[src/rtl/delay_line_capture_ctrl.sv]
// Delay-line launcher and capture engine: toggles the launch pin, samples every tap for
// P_DL_LENGTH cycles, then drains the captured bits as bytes over a valid/ready stream.
module delay_line_capture_ctrl #(
   parameter int P_DL_LENGTH = 16,
   parameter int P_CHANNELS  = 1,
   parameter int P_SETTLE    = 0
) (
   input  logic                  i_clk,
   input  logic                  i_rst,
   input  logic                  i_start,
   input  logic                  i_restore,
   input  logic [P_CHANNELS-1:0] i_dl_rx,
   output logic                  o_dl_tx,
   output logic                  o_busy,
   output logic [7:0]            o_byte_data,
   output logic                  o_byte_valid,
   input  logic                  i_byte_ready,
   output logic                  o_overrun
);
   localparam int L      = P_DL_LENGTH;
   localparam int NB     = L / 8;
   localparam int N      = P_CHANNELS * NB;
   localparam int SAMP_W = $clog2(L + 1);
   localparam int BYTE_W = $clog2(N + 1);
   localparam int SET_W  = (P_SETTLE > 0) ? $clog2(P_SETTLE + 1) : 1;
   localparam logic [SAMP_W-1:0] SAMP_LAST = SAMP_W'(L - 1);
   localparam logic [BYTE_W-1:0] BYTE_LAST = BYTE_W'(N - 1);
   localparam logic [SET_W-1:0]  SET_LAST  = SET_W'((P_SETTLE > 0) ? P_SETTLE - 1 : 0);

   typedef enum logic [1:0] {IDLE, SETTLE, CAPTURE, DRAIN} state_t;

   state_t                         r_state, w_next;
   logic [P_CHANNELS-1:0][L-1:0]   r_shreg;
   logic [SAMP_W-1:0]              r_samp_cnt;
   logic [BYTE_W-1:0]              r_byte_idx;
   logic [SET_W-1:0]               r_set_cnt;
   logic                           r_tx, r_restore, r_overrun, r_byte_valid;
   logic [7:0]                     r_byte_data;
   logic                           w_accept, w_last, w_hs;
   logic [BYTE_W-1:0]              w_nidx;
   logic [7:0]                     w_bytes [2**BYTE_W];

   // Flat byte view of all shift registers; padding entries are never selected.
   for (genvar g = 0; g < 2**BYTE_W; g++) begin : g_bytes
      if (g < N) begin : g_real
         assign w_bytes[g] = r_shreg[g / NB][8*(g % NB) +: 8];
      end else begin : g_pad
         assign w_bytes[g] = 8'h00;
      end
   end

   assign w_hs   = r_byte_valid & i_byte_ready;
   assign w_nidx = r_byte_idx + BYTE_W'(1);

   always_ff @(posedge i_clk) begin
      if (i_rst) r_state <= IDLE;
      else       r_state <= w_next;
   end

   always_comb begin
      w_next   = r_state;
      w_accept = 1'b0;
      w_last   = 1'b0;
      case (r_state)
         IDLE:    if (i_start) begin
                     w_accept = 1'b1;
                     w_next   = (P_SETTLE > 0) ? SETTLE : CAPTURE;
                  end
         SETTLE:  if (r_set_cnt == SET_LAST) w_next = CAPTURE;
         CAPTURE: if (r_samp_cnt == SAMP_LAST) w_next = DRAIN;
         DRAIN:   if (w_hs && r_byte_idx == BYTE_LAST) begin
                     w_last = 1'b1;
                     w_next = IDLE;
                  end
         default: w_next = IDLE;
      endcase
   end

   always_ff @(posedge i_clk) begin
      if (i_rst) begin
         r_shreg      <= '0;
         r_samp_cnt   <= '0;
         r_byte_idx   <= '0;
         r_set_cnt    <= '0;
         r_tx         <= 1'b1;
         r_restore    <= 1'b0;
         r_overrun    <= 1'b0;
         r_byte_valid <= 1'b0;
         r_byte_data  <= 8'h00;
      end else begin
         r_overrun <= i_start && (r_state != IDLE);
         if (w_accept) begin
            r_tx      <= ~r_tx;
            r_restore <= i_restore;
         end else if (w_last && r_restore) begin
            r_tx <= ~r_tx;
         end
         case (r_state)
            SETTLE: r_set_cnt <= (w_next != SETTLE) ? '0 : r_set_cnt + 1'b1;
            CAPTURE: begin
               for (int c = 0; c < P_CHANNELS; c++)
                  r_shreg[c] <= {r_shreg[c][L-2:0], i_dl_rx[c]};
               if (w_next != CAPTURE) begin
                  // Byte 0 must already include the sample being shifted in on this edge.
                  r_samp_cnt   <= '0;
                  r_byte_idx   <= '0;
                  r_byte_valid <= 1'b1;
                  r_byte_data  <= {r_shreg[0][6:0], i_dl_rx[0]};
               end else begin
                  r_samp_cnt <= r_samp_cnt + 1'b1;
               end
            end
            DRAIN: if (w_hs) begin
               if (w_last) begin
                  r_byte_valid <= 1'b0;
                  r_byte_idx   <= '0;
               end else begin
                  r_byte_idx  <= w_nidx;
                  r_byte_data <= w_bytes[w_nidx];
               end
            end
            default: ;
         endcase
      end
   end

   assign o_dl_tx      = r_tx;
   assign o_busy       = (r_state != IDLE);
   assign o_byte_data  = r_byte_data;
   assign o_byte_valid = r_byte_valid;
   assign o_overrun    = r_overrun;
endmodule

[config.mk]
export PLATFORM = sky130hd
export DESIGN_NAME = delay_line_capture_ctrl
export DESIGN_NICKNAME = d
export VERILOG_FILES = /design/src/rtl/delay_line_capture_ctrl.sv
export SDC_FILE = /design/constraint.sdc
export NUM_CORES = 1
export LEC_CHECK = 0
export CAP_MARGIN = 20
export CORE_ASPECT_RATIO = 1.25
export CORE_MARGIN = 2
export CORE_UTILIZATION = 30
export CTS_BUF_LIST = sky130_fd_sc_hd__clkbuf_8 sky130_fd_sc_hd__clkbuf_16
export CTS_CLUSTER_DIAMETER = 40
export DETAILED_ROUTE_END_ITERATION = 10
export GPL_TIMING_DRIVEN = 0
export PLACE_DENSITY_LB_ADDON = 0.05
export SYNTH_ARGS = -nofsm -noshare
export SYNTH_HDL_FRONTEND = slang
export SYNTH_SLANG_ARGS = --single-unit
[constraint.sdc]
create_clock -name i_clk -period 3.96 [get_ports i_clk]
set_clock_uncertainty 0.2 [all_clocks]
set_input_delay 1.188 -clock i_clk [delete_from_list [all_inputs] [get_ports i_clk]]
set_output_delay 1.188 -clock i_clk [all_outputs]
set_load 0.02 [all_outputs]
; After elaboration in Yosys (flattened, before gate mapping)
; Cells that the tools add are included.
[classes]
bitwise = 3
add_sub_neg = 3
eq_ne = 11
n_reduce_logical = 10
n_mux = 28
order_cmp = 1
[op_table]
columns = op, count
row1 = 8-bit two-way mux, 5
row2 = 8-bit binary-select mux with 2-bit select, 1
row3 = 8-bit one-hot mux with 2 select lines, 1
row4 = 2-bit two-way mux, 7
row5 = 1-bit two-way mux, 10
row6 = "2-bit != test, second input constant", 5
row7 = 2-bit one-hot mux with 4 select lines, 1
row8 = 4-bit AND reduction, 2
row9 = 2-bit nonzero test, 3
row10 = "5-bit by 1-bit adder with 5-bit output, second input constant", 1
row11 = "5-bit by 4-bit equality test with 1-bit output, second input constant", 1
row12 = 5-bit two-way mux, 1
row13 = "2-bit by 1-bit equality test with 1-bit output, second input constant", 2
row14 = "2-bit equality test, second input constant", 2
row15 = 2-bit one-hot mux with 2 select lines, 1
row16 = "3-bit greater-or-equal comparator, second input constant", 1
row17 = 1-bit logical AND, 3
row18 = 2-bit inverter with 3-bit output, 1
row19 = 3-bit AND reduction, 1
row20 = "2-bit by 1-bit adder with 2-bit output, second input constant", 1
row21 = 2-bit logical NOT, 1
row22 = "2-bit by 1-bit != test with 1-bit output, second input constant", 1
row23 = 1-bit one-hot mux with 2 select lines, 1
row24 = "1-bit adder, second input constant", 1
row25 = other kinds (2), 2
[word_totals]
wordCells = 66
out_inout_bits = 12
regBits = 38

; Longest topological paths before layout
; Gate-level depths: netlist of run 1.
[depth]
word_depth = 8
mapped_depth = 8
mapped_depth_nobuf = 6

; Worst setup path after synthesis of run 1
; No wires, ideal clock.
[synth_timing]
kind = input -> register
startpoint = input port i_byte_ready
endpoint = register r_byte_idx[0]
slack_ns = 1.713
setup_ns = 0.072
required_time_ns = 3.688
path_stages = 4
arrival_ns = 1.975
cell_sequence = and3_1 buf_2 o21ai_0 mux2i_1
[synth_between]
elab_chain_cells = 7
[synth_rtl]
columns = item, line_no
row1 = "start, declared", 17  ; input logic i_byte_ready,
row2 = 1-bit AND (*), 52  ; assign w_hs = r_byte_valid & i_byte_ready;
row3 = 1-bit logical AND, 71  ; DRAIN: if (w_hs && r_byte_idx == BYTE_LAST) begin
row4 = 2-bit two-way mux / 1-bit two-way mux (equally long branches), 71
row5 = 2-bit one-hot mux with 4 select lines / 1-bit two-way mux (equally long branches), 64  ; case (r_state)
row6 = 2-bit != test / 2-bit two-way mux (equally long branches), "103, 114"
row7 = 2-bit != test (no source line) / 2-bit two-way mux (equally long branches), --
row8 = 3-bit AND reduction (no source line) / 2-bit one-hot mux with 2 select lines (equally long branches), --
row9 = "end signal, assigned", 118  ; r_byte_idx <= w_nidx;
row10 = "end, declared", 35  ; logic [BYTE_W-1:0] r_byte_idx;
; Every way passes the cells marked *; elsewhere a longest branch is shown, timed or not. The select of a mux whose other input is x is not followed.
; A chain may end at the register's enable or synchronous reset.

; Worst setup path after layout of run 1
[layout_timing]
startpoint = register r_state[1]
endpoint = output port o_busy
[layout_between]
elab_chain_cells = 1
[layout_rtl]
columns = item, line_no
row1 = "start, declared", 32  ; state_t r_state, w_next;
row2 = "start signal, assigned", 57  ; else r_state <= w_next;
row3 = 2-bit nonzero test, 128  ; assign o_busy = (r_state != IDLE);
row4 = "end, declared", 14  ; output logic o_busy,
; Every way passes these cells.

==> flow_summary.toml, run 1 <==
[status]
status = "finished clean"

[clock_network]
cts_made_buffers = 5
postCtsHoldBufs = 0
root_buffer = "clkbuf_8"
cts_tree = "yes"
post_cts_resized = 0
clock_path_buffers = 2
post-cts-setup-buffers = 0
clock-sinks = 38
path_clk_slew_ps = 70
cts_max_level = 2
clock_latency_ps = 290

[grt]
track_usage = 0.144
antenna_found_initial = 0
overflow = 0
grt_start_max_net_pins = 12
grt_pass1_vias = 1461
grt_pass1_wl_um = 7020

[critical_path]
cp.required_ps = 2570
cp.arrival_ps = 1720
start_kind = "register"
path_class = "register to output pin"
path_max_fanout = 10
end_kind = "output pin"
rr_worst_depth = 8

[yosys]
syn_inst = 203
synth-edff-count = 0
async_flop_share = 0
synth_seq_cells = 38
synth_top_area_frac = 0.436
synthFlopType = "dfxtp_1"
yosysWarnings = 0
synth_cell_type_count = 32
yosys-top-cells-area = "dfxtp_1 (44%), nand2_1 (8.0%), a211oi_1 (7.3%)"
netlist_area_um2 = 1740
synthesis.nets = 212
syn_avg_cell_area_um2 = 8.59
yosysSeqAreaShare = 0.436
yosys.area.top_type = "dfxtp_1"

[place]
place.port_buffers = 17
hpwlAfterDp_um = 3050
dp_cells = 286
place_area_um2 = 2000
dp_slack_ps = 888
gp_congestion = 0.715

[pwr]
pwr_density_cell_nw_per_um2 = 343
pwr-share-comb = 0.070
p_int_uw = 544
netSwitchingFraction = 0.241
p_switching_uw = 173
p_leak_nw = 0.730
vdd_drop_max_mv = 0.118
clkPwrFrac = 0.383
seq_power_share = 0.546

[job]
cap_violations = 0

[sta]
slew_viol_final = 0
rsz0062_at_grt = "false"
tightest_slew_ps = 548
setup_viol = 0
hold_viol = 0
post-route-period-util = 0.785
post-route-min-period_ps = 3110
max_clock_freq_mhz = 322
slew_headroom = 0.635
setup_ws_ps = 852
fin_tns_setup_ps = 0

[hold_path]
hp-class = "register to register"
hold_depth = 2

[layout]
layout-drive-gt1-share = 0.101
stdcell_area_um2 = 2090
syn_to_final_growth_pct = 19.7
layout_commonest_cell = "dfxtp_1"
final_nets = 236
diodes = 0
final_cells = 294
mostFrequentLayoutCells = "dfxtp_1 (38), nand2_1 (37), a21oi_1 (23)"

[detailed_routing]
wire_per_inst_um = 14.6
topRoutingLayerUsed = "met4"
routed-wl-met3_um = 136
wl_met2_um = 2110
vias_per_cell = 5.13
drt_iter0_drc = 62
dr_total_vias = 1508
first_pass_iters = 4
wirelength_um = 4300
wl_met1_um = 1930
ant_nets = 0
post-route-drc-count = 0

[die]
start_util = 0.306
die_height_um = 89.3
die-area_um2 = 6440
ioPinCount = 18
die_w_um = 72.2
core_area_um2 = 5700
rows = 31
state kept, by name, summed over array words and instances, names as in the netlist:
register	flops
o_byte_data	8
o_byte_valid	1
o_dl_tx	1
o_overrun	1
r_byte_idx	2
r_restore	1
r_samp_cnt	5
r_set_cnt	1
r_shreg	16
r_state	2
cells in the mapped netlist, drive strengths merged (2+ instances only):
cell type	count
nor2b	9
or4	3
nand2b	4
mux2	8
nor3b	2
inv	3
a21oi	23
clkbuf	6
o21ai	3
nor2	5
nand3	3
mux2i	4
dfxtp	38
nor3	2
a211oi	17
a22oi	8
or3	2
ha	3
and3	4
buf	11
nand2	37
cell families (layout without fill, tap and decap cells):
kind of cell / after synthesis / after routing / synth area share
simple gates: 75 / 75 / 0.215
buf+inv: 20 / 45 / 0.0524
flops: 38 / 38 / 0.436
compound gates: 55 / 55 / 0.200
fa+ha+maj: 3 / 3 / 0.0215
mux: 12 / 12 / 0.0746
stage by stage:
step	utilization	total power, mW	hold slack (ps)
global placement	0.350	0.450	239
floorplan	-	0.430	232
global route	0.366	0.749	294
detailed placement	0.350	0.451	252
finish	0.366	0.717	263
CTS	0.366	0.730	262
layer usage:
| metal | vias up | track usage |
|---|---|---|
| met2 | 29 | 0.250 |
| li1 | 765 | - |
| met5 | - | 0 |
| met3 | 9 | 0.0372 |
| met1 | 705 | 0.162 |
| met4 | 0 | 0.0738 |
final timing paths:
path                 start              to  slack, ps
max             r_state[1]          o_busy        850
max reg2reg  r_samp_cnt[0]  o_byte_data[5]       1740
min reg2reg    r_shreg[15]     r_shreg[15]        260
min            r_shreg[15]     r_shreg[15]        260
critical path, stage by stage (launching register included):
cell	delay [ps]
dfxtp_1	440
buf_2	260
nor2_1	90
inv_1	60
clkdlybuf4s50_1	590
cell type report:
| type | instances | area (µm²) |
|---|---|---|
| well taps | 66 | 82.6 |
| inverters | 3 | 11.3 |
| multi-input cells | 145 | 892 |
| clock buffers | 6 | 82.6 |
| fillers | 587 | 3610 |
| plain buffers | 17 | 80.1 |
| flip-flops and latches | 38 | 761 |
| repair buffers | 17 | 170 |
| clock inverters | 2 | 8.76 |
power by group through the flow:
stage	clock [mW]	combinational (mW)	sequential (mW)
floorplan	0	0.0286	0.401
global placement	0	0.0495	0.400
detailed placement	0	0.0504	0.401
CTS	0.288	0.0507	0.392
global route	0.301	0.0555	0.392
finish	0.275	0.0504	0.392
No activity file was read; power rests on OpenSTA's default activity.
==> run 2: changes to the inputs <==
- clock period: 3.96 -> 2.7 ns (I/O delays scaled with it)
==> run 2 against run 1 <==
Hold slack about the same. Sequential power increased by 47%. Setup slack worse by 540 ps. Clock power increased by 47%. Largest power group unchanged. Combinational power rose by 48%. Register-to-register slack worse by 1300 ps. Non-clock buffer count unchanged. Flip-flop and latch count stayed put.
==> flow_summary.toml, run 2 (same netlist as run 1, synthesis figures left out) <==
[critical_path]
cp_common_cell = "clkbuf_1"
cp.arrival_ps = 2340
worst-path-buf-inv = 3
cp.required_ps = 2650
cpPeakStageDelay_ps = 550
crit_path_top_delay_cell = "clkdlybuf4s50_1"
start_kind = "input port"
path_max_fanout = 10
path_class = "input port to register"
cp_cell_sequence = "clkdlybuf4s50_1 -> clkbuf_1 -> clkbuf_1 -> nor2_1"
end_kind = "register"
critPathTopFamily = "buffers and inverters"

[sta]
tightest_slew_ps = 557
rsz0062_at_grt = "false"
post-route-period-util = 0.883
hold_ws_ps = 263
setup_ws_ps = 315
post-route-min-period_ps = 2390
max_clock_freq_mhz = 419
slew_viol_final = 0
hold_viol = 0
slew_headroom = 0.629
fin_tns_setup_ps = 0
setup_viol = 0

[grt]
grt_util_met1 = 0.162
grt_pass1_wl_um = 7020
antenna_found_initial = 0
track_usage = 0.144
grt_start_max_net_pins = 12
grt_pass1_vias = 1464
use_met3 = 0.0372
overflow = 0
use_met2 = 0.250
busiest_layer = "met2"

[layout]
largest_register_ffs = 16
final_cells = 294
regMostFlops = "r_shreg"
stdcell_area_um2 = 2100
fillCellCount = 588
mostFrequentLayoutCells = "nand2_1 (37), dfxtp_1 (37), a21oi_1 (23)"
final_nets = 236
diodes = 0
syn_to_final_growth_pct = 20.2
layout-drive-gt1-share = 0.105

[pwr]
vdd_drop_max_mv = 0.173
p_leak_nw = 0.743
pwr_density_cell_nw_per_um2 = 502

[detailed_routing]
vias_per_cell = 5.20
wirelength_um = 4310
ant_nets = 0
drt_iter0_drc = 54
dr_total_vias = 1530
first_pass_iters = 4
post-route-drc-count = 0
wire_per_inst_um = 14.6

[clock_network]
post_cts_resized = 2
clock_latency_ps = 290
postCtsHoldBufs = 0
root_buffer = "clkbuf_8"
clock_path_buffers = 2
cts_tree = "yes"
clock-sinks = 38
cts_made_buffers = 5
cts_max_level = 2
path_clk_slew_ps = 70
post-cts-setup-buffers = 0

[place]
gp_congestion = 0.715
hpwlAfterDp_um = 3050
dp_cells = 286
place_area_um2 = 2000
place.port_buffers = 17
dp_slack_ps = 5.73

[die]
die_height_um = 89.3
die_w_um = 72.2
die-area_um2 = 6440
rows = 31
ioPinCount = 18
start_util = 0.306
core_area_um2 = 5700

[job]
cap_violations = 0

[status]
status = "finished clean"

[hold_path]
hp-class = "register to register"
-- run 2: per-stage QoR --
| stage | power (mW) | util |
|---|---|---|
| 2_1_floorplan | 0.630 | - |
| 3_3_place_gp | 0.660 | 0.350 |
| 3_5_place_dp | 0.662 | 0.350 |
| 4_1_cts | 1.07 | 0.367 |
| 5_1_grt | 1.10 | 0.368 |
| 6_report | 1.05 | 0.368 |
-- run 2: worst register-to-register path, stage by stage, from the launching register on --
cell and delay, ps:
dfxtp_1 350, ha_1 240, and3_1 190, ha_1 170, clkbuf_2 180, and3b_1 190, buf_1 190, a211oi_1 300
a211oi_1 80
-- run 2: worst paths after layout --
check	slack, ps	depth (start not counted)	from	to
max	310	4	i_rst	r_restore
min	260	2	r_shreg[15]	r_shreg[15]
max reg2reg	470	8	r_samp_cnt[0]	o_byte_data[5]
min reg2reg	260	2	r_shreg[15]	r_shreg[15]
-- run 2: final cells by class --
class                      instances  area, µm²  area share
buffer                            17       85.1      0.0406
clock buffer                       6       82.6      0.0394
clock inverter                     2       8.76     0.00418
inverter                           3       11.3     0.00537
multi-input combinational        145        892       0.425
sequential                        38        762       0.363
tap                               66       82.6      0.0394
timing repair buffer              17        173      0.0823
-- run 2: metal layers --
layer,part of all wire,vias to the layer above
met1,0.44,720
met2,0.49,35
met3,0.037,9
li1,-,766
met4,0.029,0
met5,0,-
-- run 2: power by group --
group | internal [mW] | switching (mW)
clock | 0.202 | 0.201
sequential | 0.568 | 0.00701
combinational | 0.0286 | 0.0458
==> run 3: changes to the inputs <==
- ABC_AREA: default -> 0
==> results of run 3 <==
Final layout, timing and power as in run 2 (identical DEF).
